==> config.mk <==
export PLATFORM = sky130hd
export DESIGN_NAME = uart_frame_tx
export DESIGN_NICKNAME = d
export VERILOG_FILES = /design/src/rtl/uart_frame_tx.sv
export SDC_FILE = /design/constraint.sdc
export NUM_CORES = 1
export LEC_CHECK = 0
export ABC_AREA = 1
export CAP_MARGIN = 20
export CORE_UTILIZATION = 25
export CTS_CLUSTER_SIZE = 8
export DETAILED_ROUTE_END_ITERATION = 16
export SLEW_MARGIN = 20
export SYNTH_ARGS = -nofsm -noshare
export SYNTH_HDL_FRONTEND = slang
export SYNTH_SLANG_ARGS = --single-unit
==> constraint.sdc <==
create_clock -name clk -period 2.1 [get_ports clk]
set_input_delay 0.63 -clock clk [delete_from_list [all_inputs] [get_ports clk]]
set_output_delay 0.63 -clock clk [all_outputs]
set_load 0.05 [all_outputs]
==> src/rtl/uart_frame_tx.sv <==
// Framed 8N1 UART transmitter: START_BYTE, payload bytes, optional XOR checksum, STOP_BYTE.
// Optional checksum byte enabled by defining UART_FRAME_TX_CSUM_EN.
module uart_frame_tx #(
   parameter int unsigned CLK_FREQ   = 50_000_000,
   parameter int unsigned BAUD       = 115200,
   parameter logic [7:0]  START_BYTE = 8'h0A,
   parameter logic [7:0]  STOP_BYTE  = 8'h08
) (
   input  logic       clk,
   input  logic       rst,
   input  logic [7:0] in_data,
   input  logic       in_valid,
   input  logic       in_last,
   output logic       in_ready,
   output logic       TxD,
   output logic       busy,
   output logic       frame_done
);

   localparam int unsigned BitCyc = CLK_FREQ / BAUD;
   localparam int unsigned CntW   = (BitCyc > 1) ? $clog2(BitCyc) : 1;
   localparam logic [CntW-1:0] CntMax = CntW'(BitCyc - 1);

`ifdef UART_FRAME_TX_CSUM_EN
   typedef enum logic [2:0] {StIdle, StHdr, StPay, StCsum, StTrl} state_e;
`else
   typedef enum logic [2:0] {StIdle, StHdr, StPay, StTrl} state_e;
`endif

   state_e state_q, state_d;
   logic   busy_q, busy_d;
   logic   done_q, done_d;
   logic   last_q, last_d;
`ifdef UART_FRAME_TX_CSUM_EN
   logic [7:0] csum_q, csum_d;
`endif

   logic            tx_q;
   logic            sh_busy_q;
   logic [8:0]      shreg_q;
   logic [CntW-1:0] bit_cnt_q;
   logic [3:0]      bit_idx_q;

   logic       load;
   logic [7:0] load_byte;
   logic       accept;
   logic       bit_end, byte_end, sh_free;

   assign bit_end  = sh_busy_q && (bit_cnt_q == CntMax);
   assign byte_end = bit_end && (bit_idx_q == 4'd9);
   // A byte may be loaded on the last stop-bit cycle so the next start bit follows without a gap.
   assign sh_free  = !sh_busy_q || byte_end;
   assign accept   = in_valid && in_ready;

   // Byte shifter: bit index 0 is the start bit, 1..8 data LSB first, 9 the stop bit.
   always_ff @(posedge clk) begin
      if (rst) begin
         tx_q      <= 1'b1;
         sh_busy_q <= 1'b0;
         shreg_q   <= '1;
         bit_cnt_q <= '0;
         bit_idx_q <= '0;
      end else if (load) begin
         tx_q      <= 1'b0;
         sh_busy_q <= 1'b1;
         shreg_q   <= {1'b1, load_byte};
         bit_cnt_q <= '0;
         bit_idx_q <= '0;
      end else if (sh_busy_q) begin
         if (bit_end) begin
            bit_cnt_q <= '0;
            if (bit_idx_q == 4'd9) begin
               sh_busy_q <= 1'b0;
               tx_q      <= 1'b1;
               bit_idx_q <= '0;
            end else begin
               tx_q      <= shreg_q[0];
               shreg_q   <= {1'b1, shreg_q[8:1]};
               bit_idx_q <= bit_idx_q + 4'd1;
            end
         end else begin
            bit_cnt_q <= bit_cnt_q + 1'b1;
         end
      end
   end

   always_ff @(posedge clk) begin
      if (rst) begin
         state_q <= StIdle;
         busy_q  <= 1'b0;
         done_q  <= 1'b0;
         last_q  <= 1'b0;
`ifdef UART_FRAME_TX_CSUM_EN
         csum_q  <= 8'h00;
`endif
      end else begin
         state_q <= state_d;
         busy_q  <= busy_d;
         done_q  <= done_d;
         last_q  <= last_d;
`ifdef UART_FRAME_TX_CSUM_EN
         csum_q  <= csum_d;
`endif
      end
   end

   always_comb begin
      state_d   = state_q;
      busy_d    = busy_q;
      done_d    = 1'b0;
      last_d    = last_q;
      load      = 1'b0;
      load_byte = START_BYTE;
      in_ready  = 1'b0;
`ifdef UART_FRAME_TX_CSUM_EN
      csum_d    = csum_q;
`endif

      unique case (state_q)
         StIdle: begin
            last_d = 1'b0;
`ifdef UART_FRAME_TX_CSUM_EN
            csum_d = 8'h00;
`endif
            if (in_valid) begin
               load      = 1'b1;
               load_byte = START_BYTE;
               busy_d    = 1'b1;
               state_d   = StHdr;
            end
         end
         StHdr: begin
            in_ready = byte_end;
            if (byte_end) state_d = StPay;
         end
         StPay: begin
            if (!last_q) begin
               in_ready = sh_free;
            end else if (byte_end) begin
               load = 1'b1;
`ifdef UART_FRAME_TX_CSUM_EN
               load_byte = csum_q;
               state_d   = StCsum;
`else
               load_byte = STOP_BYTE;
               state_d   = StTrl;
`endif
            end
         end
`ifdef UART_FRAME_TX_CSUM_EN
         StCsum: begin
            if (byte_end) begin
               load      = 1'b1;
               load_byte = STOP_BYTE;
               state_d   = StTrl;
            end
         end
`endif
         StTrl: begin
            if (byte_end) begin
               busy_d  = 1'b0;
               done_d  = 1'b1;
               state_d = StIdle;
            end
         end
         default: state_d = StIdle;
      endcase

      // in_data/in_last are only looked at on an accepted handshake.
      if (accept) begin
         load      = 1'b1;
         load_byte = in_data;
         last_d    = in_last;
         state_d   = StPay;
`ifdef UART_FRAME_TX_CSUM_EN
         csum_d    = csum_q ^ in_data;
`endif
      end
   end

   assign TxD        = tx_q;
   assign busy       = busy_q;
   assign frame_done = done_q;

endmodule

== Yosys cells after proc, flatten, opt, wreduce, memory -nomap -nowiden ==
Index checks and enable logic that the tools add are counted.

* Bitwise logic cells: 1
* Reductions and logical operators: 19
* Muxes and demuxes: 37
* Add/sub/neg operators: 2
* Equality and inequality tests: 16

{| class="wikitable"
|+ Operators by type and width
! operator !! count
|-
| $mux 8 || 5
|-
| $mux 1 || 17
|-
| $mux 3 || 5
|-
| $ne 3x3->1 const B || 5
|-
| $ne 2x2->1 const B || 6
|-
| $pmux 3 s4 || 1
|-
| $reduce_and 5->1 || 2
|-
| $add 9x1->9 const B || 1
|-
| $eq 9x9->1 const B || 1
|-
| $mux 9 || 1
|-
| $mux 2 || 4
|-
| $reduce_bool 2->1 || 4
|-
| $eq 3x2->1 const B || 2
|-
| $pmux 1 s2 || 3
|-
| $reduce_and 3->1 || 2
|-
| $reduce_or 2->1 || 3
|-
| $add 4x1->4 const B || 1
|-
| $eq 4x4->1 const B || 1
|-
| $mux 4 || 1
|-
| $reduce_and 2->1 || 2
|-
| $eq 3x1->1 const B || 1
|-
| $logic_and 1x1->1 || 3
|-
| $logic_not 3->1 || 1
|-
| $logic_not 1->1 || 1
|-
| 2 further kinds || 2
|}

* Flip-flop bits (word level): 29
* Input bits: 12

== Depth between registers and ports, before layout ==
Gate-level depths: netlist of the first run.

* Depth after elaboration: 10
* Depth in mapped cells: 14
* Depth with buffers taken out: 14

== Worst setup path before layout of the first run ==
OpenSTA, ideal clock, no wires.

* Kind: flip-flop to output port
* From: register bit_cnt_q[0]
* To: output port in_ready
* Arrival: 1.477 ns
* Cell stages (with the launch flop): 10
* Buffers on the path: 1
* Path slack: -0.007 ns
* Path through: dfxtp_1 -> ha_1 -> nand2_1 -> nor2_1 -> nand3_4 -> nor2_4 -> nand2_1 -> nand2_2 -> and2_1 -> buf_4

* Longest elaborated chain between the ends: 6

{| class="wikitable"
|+ RTL lines
! element !! RTL line !! text
|-
| start: declaration || 41 || <nowiki>logic [CntW-1:0] bit_cnt_q;</nowiki>
|-
| start signal: assignment || 82 || <nowiki>bit_cnt_q <= bit_cnt_q + 1'b1;</nowiki>
|-
| $eq 9x9->1 (*) || 49 || <nowiki>assign bit_end = sh_busy_q && (bit_cnt_q == CntMax);</nowiki>
|-
| $logic_and 1x1->1 (*) || 49 ||
|-
| $logic_and 1x1->1 (*) || 50 || <nowiki>assign byte_end = bit_end && (bit_idx_q == 4'd9);</nowiki>
|-
| $logic_or 1x1->1 || 52 || <nowiki>assign sh_free = !sh_busy_q || byte_end;</nowiki>
|-
| $mux 1 || 137 || <nowiki>if (!last_q) begin</nowiki>
|-
| $pmux 1 s2 (*) || 119 || <nowiki>unique case (state_q)</nowiki>
|-
| end: declaration || 14 || <nowiki>output logic in_ready,</nowiki>
|}

Mark *: on every way between the ends. The rest lies on a longest branch, timed or not.

== Worst setup path in the final report of the first run ==
* From: register bit_cnt_q[1]
* To: output port in_ready

The elaborated chain is that of the path after synthesis.

==> impl_metrics.ini, run 1 <==
[die]
io_pins = 16
core_sq_mm = 0.00592
die_h_um = 80.6
die_w_um = 80.6
rows = 28
initial_core_util_pct = 26.1
dieArea_sq_mm = 0.00649

[cells_and_area]
antenna_cells = 0
drive_above_1_share_pct = 20.6
final_common_cell = nand2_1
fin_nets = 268
mostFrequentLayoutCells = nand2_1, dfxtp_1, nor2_1, buf_4, inv_1
areaGrowthSynthToFinish_pct = 29.1
finalNonFillerCells = 323

[grt]
grt_pass1_wl_um = 5840
grt_pass1_vias = 1406
grt_remaining_overflow = 0
grt_max_degree = 16
grtUsageTotal_pct = 11.3
grt_antenna_before_repair = 0

[power_and_ir_drop]
seq_power_share_pct = 34.4
p_clk_share_pct = 16.4
switching_share_pct = 39.4
switching_power_mw = 0.793
p_leak_nw = 0.890
p_comb_share_pct = 49.2
ir_drop_uv = 467
powerDensity_mw_per_mm2 = 1010
power.internal_mw = 1.22

[yosys]
syn_area_per_cell_sq_um = 7.18
synth_edf_count = 0
synthCells = 215
synth_seq_cells = 28
ys_seq_area_share_pct = 36.3
synthesis.area_sq_mm = 0.00154
synth_cell_types = 31
ys.flop_type = dfxtp_1
ys_warn_count = 0
synth_fp_nets = 234
synthArstFlopShare_pct = 0

[critical_path]
critPathCaptureType = output pin
worst-path-max-fanout = 2
r2r_end = bit_cnt_q[3]$_SDFFE_PP0P_
cp_data_required_time_ns = 1.47
crit_path_end = in_ready
arrival_ns = 1.68
reg2reg_depth = 15
startpoint = bit_cnt_q[1]$_SDFFE_PP0P_
path_class = reg2out
startpoint_type = flop
ff2ff_setup_slack_ns = 0.23
timing.rr.start = bit_cnt_q[1]$_SDFFE_PP0P_

[routing]
drc = 0
vias = 1431
ant_nets = 0
drtIter0Drc = 20
first_pass_iters = 4
viasPerCell = 4.43
drt-total-wl_um = 3300
wl_per_cell_um = 10.2

[run]
max_cap_viol_count = 0

[clock_network]
tritoncts = yes
clkTransAtPathRegs_ns = 0.09
clock_latency_ns = 0.27
htree_num_levels = 1
cts_made_buffers = 3
cts_buffer_depth = 2
cts-root-buf = clkbuf_8
cts.sinks = 28

[place]
numPortBuffers = 15
gp_congestion = 0.769
dp_hpwl_um = 2540
dp_cells = 317

[status]
violations = setup timing
status = finished with violations

[sta]
final_max_slew_viol_count = 0
relSlewSlack_pct = 73.5
skew_ns = 0.00645
rsz0062_at_grt = true
timing.hold.ws_ns = 0.490
fin_crit_ns = 2.31
setup_viol = 1
final_hold_viol_count = 0
worstMarginPinSlew_ns = 0.397
setup_ws_ns = -0.206
post-route-period-util_pct = 110
clock.fmax_ghz = 0.434

[hold_path]
worst_hold_path_type = reg2reg
-- worst min-delay path by stage --
stage	end	start	slack (ns)	cells after the start
CTS	bit_idx_q[0]$_SDFFE_PP0P_	bit_idx_q[0]$_SDFFE_PP0P_	0.49	2
global route	bit_idx_q[0]$_SDFFE_PP0P_	bit_idx_q[0]$_SDFFE_PP0P_	0.53	2
finish	bit_idx_q[0]$_SDFFE_PP0P_	bit_idx_q[0]$_SDFFE_PP0P_	0.49	2
floorplan	bit_idx_q[0]$_SDFFE_PP0P_	bit_idx_q[0]$_SDFFE_PP0P_	0.45	2
global placement	bit_idx_q[0]$_SDFFE_PP0P_	bit_idx_q[0]$_SDFFE_PP0P_	0.47	2
detailed placement	bit_idx_q[0]$_SDFFE_PP0P_	bit_idx_q[0]$_SDFFE_PP0P_	0.48	2
-- synth_stat cells, drive strengths merged (2+ instances only) --
cell type / number / share of area [%]
nand2: 55 / 14
dfxtp: 28 / 36
nor2: 27 / 7.5
inv: 24 / 5.8
nand3: 22 / 9.1
nand4: 10 / 4.1
a21oi: 7 / 2.5
ha: 7 / 5.7
o21ai: 7 / 2.3
xor2: 6 / 3.4
buf: 5 / 2.6
clkinv: 4 / 0.97
nor3: 3 / 0.97
o22ai: 2 / 0.81
-- per-layer routing --
metal | vias to the layer above | GRT usage [%] | routed length (um)
li1 | 752 | - | -
met1 | 652 | 13.9 | 1630
met2 | 22 | 19.5 | 1550
met3 | 5 | 1.48 | 82
met4 | 0 | 4.82 | 46
met5 | - | 0 | 0
-- through the flow --
stage	worst slack (ns)	power [mW]	TNS [ns]	area (sq um)	util [%]
after floorplan	0.0490	1.39	0	1550	-
after global placement	0.0286	1.64	0	1880	31.8
after detailed placement	0.0330	1.65	0	1880	31.8
after CTS	-0.193	2.02	-0.193	1950	32.9
after global routing	-0.318	2.19	-0.318	1990	33.6
final	-0.206	2.01	-0.206	1990	33.6
-- cell type report --
| type | instances | area, sq um |
|---|---|---|
| repair buffers | 35 | 307 |
| flip-flops and latches | 28 | 563 |
| well taps | 75 | 93.8 |
| inverters | 28 | 105 |
| multi-input cells | 153 | 868 |
| fillers | 624 | 3930 |
| clock buffers | 4 | 55.1 |
-- power by group through the flow --
| stage | combinational (mW) | sequential [mW] | clock, mW |
|---|---|---|---|
| 6_report | 0.990 | 0.691 | 0.331 |
| 3_5_place_dp | 0.948 | 0.701 | 0 |
| 4_1_cts | 0.985 | 0.688 | 0.345 |
| 5_1_grt | 1.12 | 0.702 | 0.368 |
| 2_1_floorplan | 0.663 | 0.731 | 0 |
| 3_3_place_gp | 0.938 | 0.698 | 0 |
-- sequential cells by signal, indices dropped and copies added, names as in the netlist --
| signal | count |
|---|---|
| sh_busy_q | 1 |
| bit_cnt_q | 9 |
| last_q | 1 |
| bit_idx_q | 4 |
| frame_done | 1 |
| state_q | 2 |
| busy | 1 |
| shreg_q | 8 |
| TxD | 1 |
-- cells by family (layout without fill, tap and decap cells) --
kind of cell,after synthesis,in the layout,synth area share (%)
xor+xnor,7,7,3.97
fa+ha+maj,7,7,5.68
buf+inv,34,67,9.65
flops,28,28,36.3
compound gates,19,19,7.22
simple gates,120,120,37.1
-- repair_timing --
action                     4_1_cts  5_1_grt
gates resized for setup          2       10
pin swaps                        3        3
buffers inserted                 1        1
hold endpoints to repair         0        0
hold buffers                     0        0
setup endpoints to repair        1        1
-- critical path, stage by stage (launching register included) --
cell and delay (ns):
dfxtp_2 0.33, inv_2 0.06, ha_4 0.13, nand2_4 0.05, nor2_4 0.11, buf_6 0.11
nand3_4 0.08, nor2_4 0.12, nand2_2 0.05, nand2_2 0.07, and2_4 0.16, buf_12 0.13
No activity file was read; power rests on OpenSTA's default activity.
==> run 2: changes to the inputs <==
CTS_CLUSTER_DIAMETER = 100   (was unset)
HOLD_SLACK_MARGIN = 0.06   (was unset)
SLEW_MARGIN = unset   (was 20)
==> results of run 2 <==
No change in the layout: final DEF, timing and power equal those of run 1.
==> run 3: changes to the inputs <==
==> constraint.sdc (replaced) <==
create_clock -name clk -period 2.1 [get_ports clk]
set_input_delay 0.315 -clock clk [delete_from_list [all_inputs] [get_ports clk]]
set_output_delay 0.315 -clock clk [all_outputs]
set_load 0.05 [all_outputs]
==> run 3 against run 2 <==
The run now ends clean. Worst hold slack gained 0.0059 ns. Critical path depth fell by 1. Maximum frequency up 13%. Wire length down 2.8%. Highest routed layer unchanged.
==> impl_metrics.ini, run 3 (same netlist as run 1, synthesis figures left out) <==
[power_and_ir_drop]
p_comb_share_pct = 48.8
ir_drop_uv = 569
p_clk_share_pct = 15.1
seq_power_share_pct = 36.1
power.internal_mw = 1.14
switching_share_pct = 40.6
powerDensity_mw_per_mm2 = 1000
switching_power_mw = 0.777
p_leak_nw = 0.815

[sta]
final_max_slew_viol_count = 0
fin_crit_ns = 2.05
post-route-period-util_pct = 97.5
relSlewSlack_pct = 66.8
clock.fmax_ghz = 0.489
final_hold_viol_count = 0
skew_ns = 0.00397
rsz0062_at_grt = true
setup_viol = 0
worstMarginPinSlew_ns = 0.497

[place]
dp_hpwl_um = 2450
gp_congestion = 0.782
numPortBuffers = 15
placed_cell_area_sq_mm = 0.00180

[hold_path]
hold_start = bit_idx_q[0]$_SDFFE_PP0P_
hold_path_end = bit_idx_q[0]$_SDFFE_PP0P_
min_path_cells = 2
worst_hold_path_type = reg2reg

[grt]
grtUsageTotal_pct = 11.0
grt_remaining_overflow = 0
grt_antenna_before_repair = 0
grt_pass1_vias = 1377
grt_pass1_wl_um = 5720
grt_max_degree = 16

[cells_and_area]
largest_reg_flops = 9
areaGrowthSynthToFinish_pct = 23.9
final_common_cell = nand2_1
final_util_pct = 32.3
fin_nets = 258
fin_area_sq_mm = 0.00191
mostFrequentLayoutCells = nand2_1, dfxtp_1, nor2_1, inv_1, nand3_1
antenna_cells = 0
drive_above_1_share_pct = 15.6
largest_register = bit_cnt_q
reg_top3 = bit_cnt_q: 9 flops, shreg_q: 8 flops, bit_idx_q: 4 flops

[critical_path]
worst-path-max-fanout = 5
timing.rr.start = bit_cnt_q[1]$_SDFFE_PP0P_
startpoint_type = flop
reg2reg_depth = 12
slowest_delay_ns = 0.37
arrival_ns = 1.73
path_class = reg2out
slowest_stage = dfxtp_4
ff2ff_setup_slack_ns = 0.13
crit_chain = inv_4, ha_4, nand2_2, nor2_4, nand3_4, nor2_4, nand2_2, nand2_4, and2_4, buf_12
critPathCaptureType = output pin
cp_data_required_time_ns = 1.78
r2r_end = bit_cnt_q[3]$_SDFFE_PP0P_

[routing]
drc = 0
vias = 1365
ant_nets = 0
wl_per_cell_um = 10.3
first_pass_iters = 5
drt-total-wl_um = 3210
drtIter0Drc = 40
viasPerCell = 4.38

[clock_network]
cts_buffer_depth = 2
cts.sinks = 28
cts_made_buffers = 3
clock_latency_ns = 0.27
tritoncts = yes
htree_num_levels = 1
cts-root-buf = clkbuf_8
clkTransAtPathRegs_ns = 0.09

[die]
core_sq_mm = 0.00592
io_pins = 16
initial_core_util_pct = 26.1
dieArea_sq_mm = 0.00649
die_h_um = 80.6
rows = 28
die_w_um = 80.6

[run]
max_cap_viol_count = 0

[status]
status = complete, no violations
## run 3: cell types whose count changed in the layout (fill, tap and decap cells not counted)
cell,previous run,this run
inv_4,0,1
buf_6,1,0
dfxtp_2,2,1
clkdlybuf4s50_1,11,14
clkbuf_8,4,3
dfxtp_4,0,1
inv_2,3,2
buf_4,22,10
## run 3: worst max path at each step
| stage | startpoint | to | cells after the start |
|---|---|---|---|
| 2_1_floorplan | bit_cnt_q[0]$_SDFFE_PP0P_ | in_ready | 9 |
| 3_3_place_gp | bit_cnt_q[0]$_SDFFE_PP0P_ | in_ready | 7 |
| 3_5_place_dp | bit_cnt_q[0]$_SDFFE_PP0P_ | in_ready | 7 |
| 4_1_cts | bit_cnt_q[0]$_SDFFE_PP0P_ | in_ready | 9 |
| 5_1_grt | bit_cnt_q[1]$_SDFFE_PP0P_ | in_ready | 10 |
| 6_report | bit_cnt_q[1]$_SDFFE_PP0P_ | in_ready | 10 |
## run 3: stage by stage
step | total power, mW | hold WS [ns] | instances | setup TNS (ns) | worst slack (ns)
2_1_floorplan | 1.39 | 0.387 | 215 | 0 | 0.308
3_3_place_gp | 1.58 | 0.476 | 305 | 0 | 0.101
3_5_place_dp | 1.59 | 0.494 | 305 | 0 | 0.0583
4_1_cts | 1.92 | 0.508 | 309 | 0 | 0.0000495
5_1_grt | 2.10 | 0.533 | 312 | -0.0418 | -0.0418
6_report | 1.92 | 0.496 | 312 | 0 | 0.0535
## run 3: power groups by stage
stage	logic [mW]	clock network, mW	registers, mW
after floorplan	0.663	0	0.731
after global placement	0.882	0	0.698
after CTS	0.923	0.303	0.690
final	0.935	0.290	0.692
after detailed placement	0.890	0	0.703
after global routing	1.08	0.321	0.705
## run 3: timing repair
action | CTS | global route
hold buffers | 0 | 0
resized for setup | 4 | 11
buffers inserted | 1 | 3
pin swaps | 1 | 5
setup endpoints to repair | 1 | 11
## run 3: area by class of cell
type,instances,area (sq um)
fillers,626,4010
multi-input cells,153,868
flip-flops and latches,28,566
repair buffers,25,235
inverters,28,108
well taps,75,93.8
clock buffers,3,41.3
## run 3: worst max-delay path: cells and delay by family, from the launching register on
| kind | cells | cell delay, ns |
|---|---|---|
| adder cells (fa/ha/maj) | 1 | 0.12 |
| buffers and inverters | 2 | 0.19 |
| flip-flops | 1 | 0.37 |
| AND/OR/NAND/NOR | 7 | 0.77 |
## run 3: per-layer routing
metal,wire (um),up-vias,track usage [%]
met5,0,-,0
met1,1560,611,13.3
li1,-,735,-
met3,63,2,1.36
met4,16,0,3.04
met2,1570,17,20.1
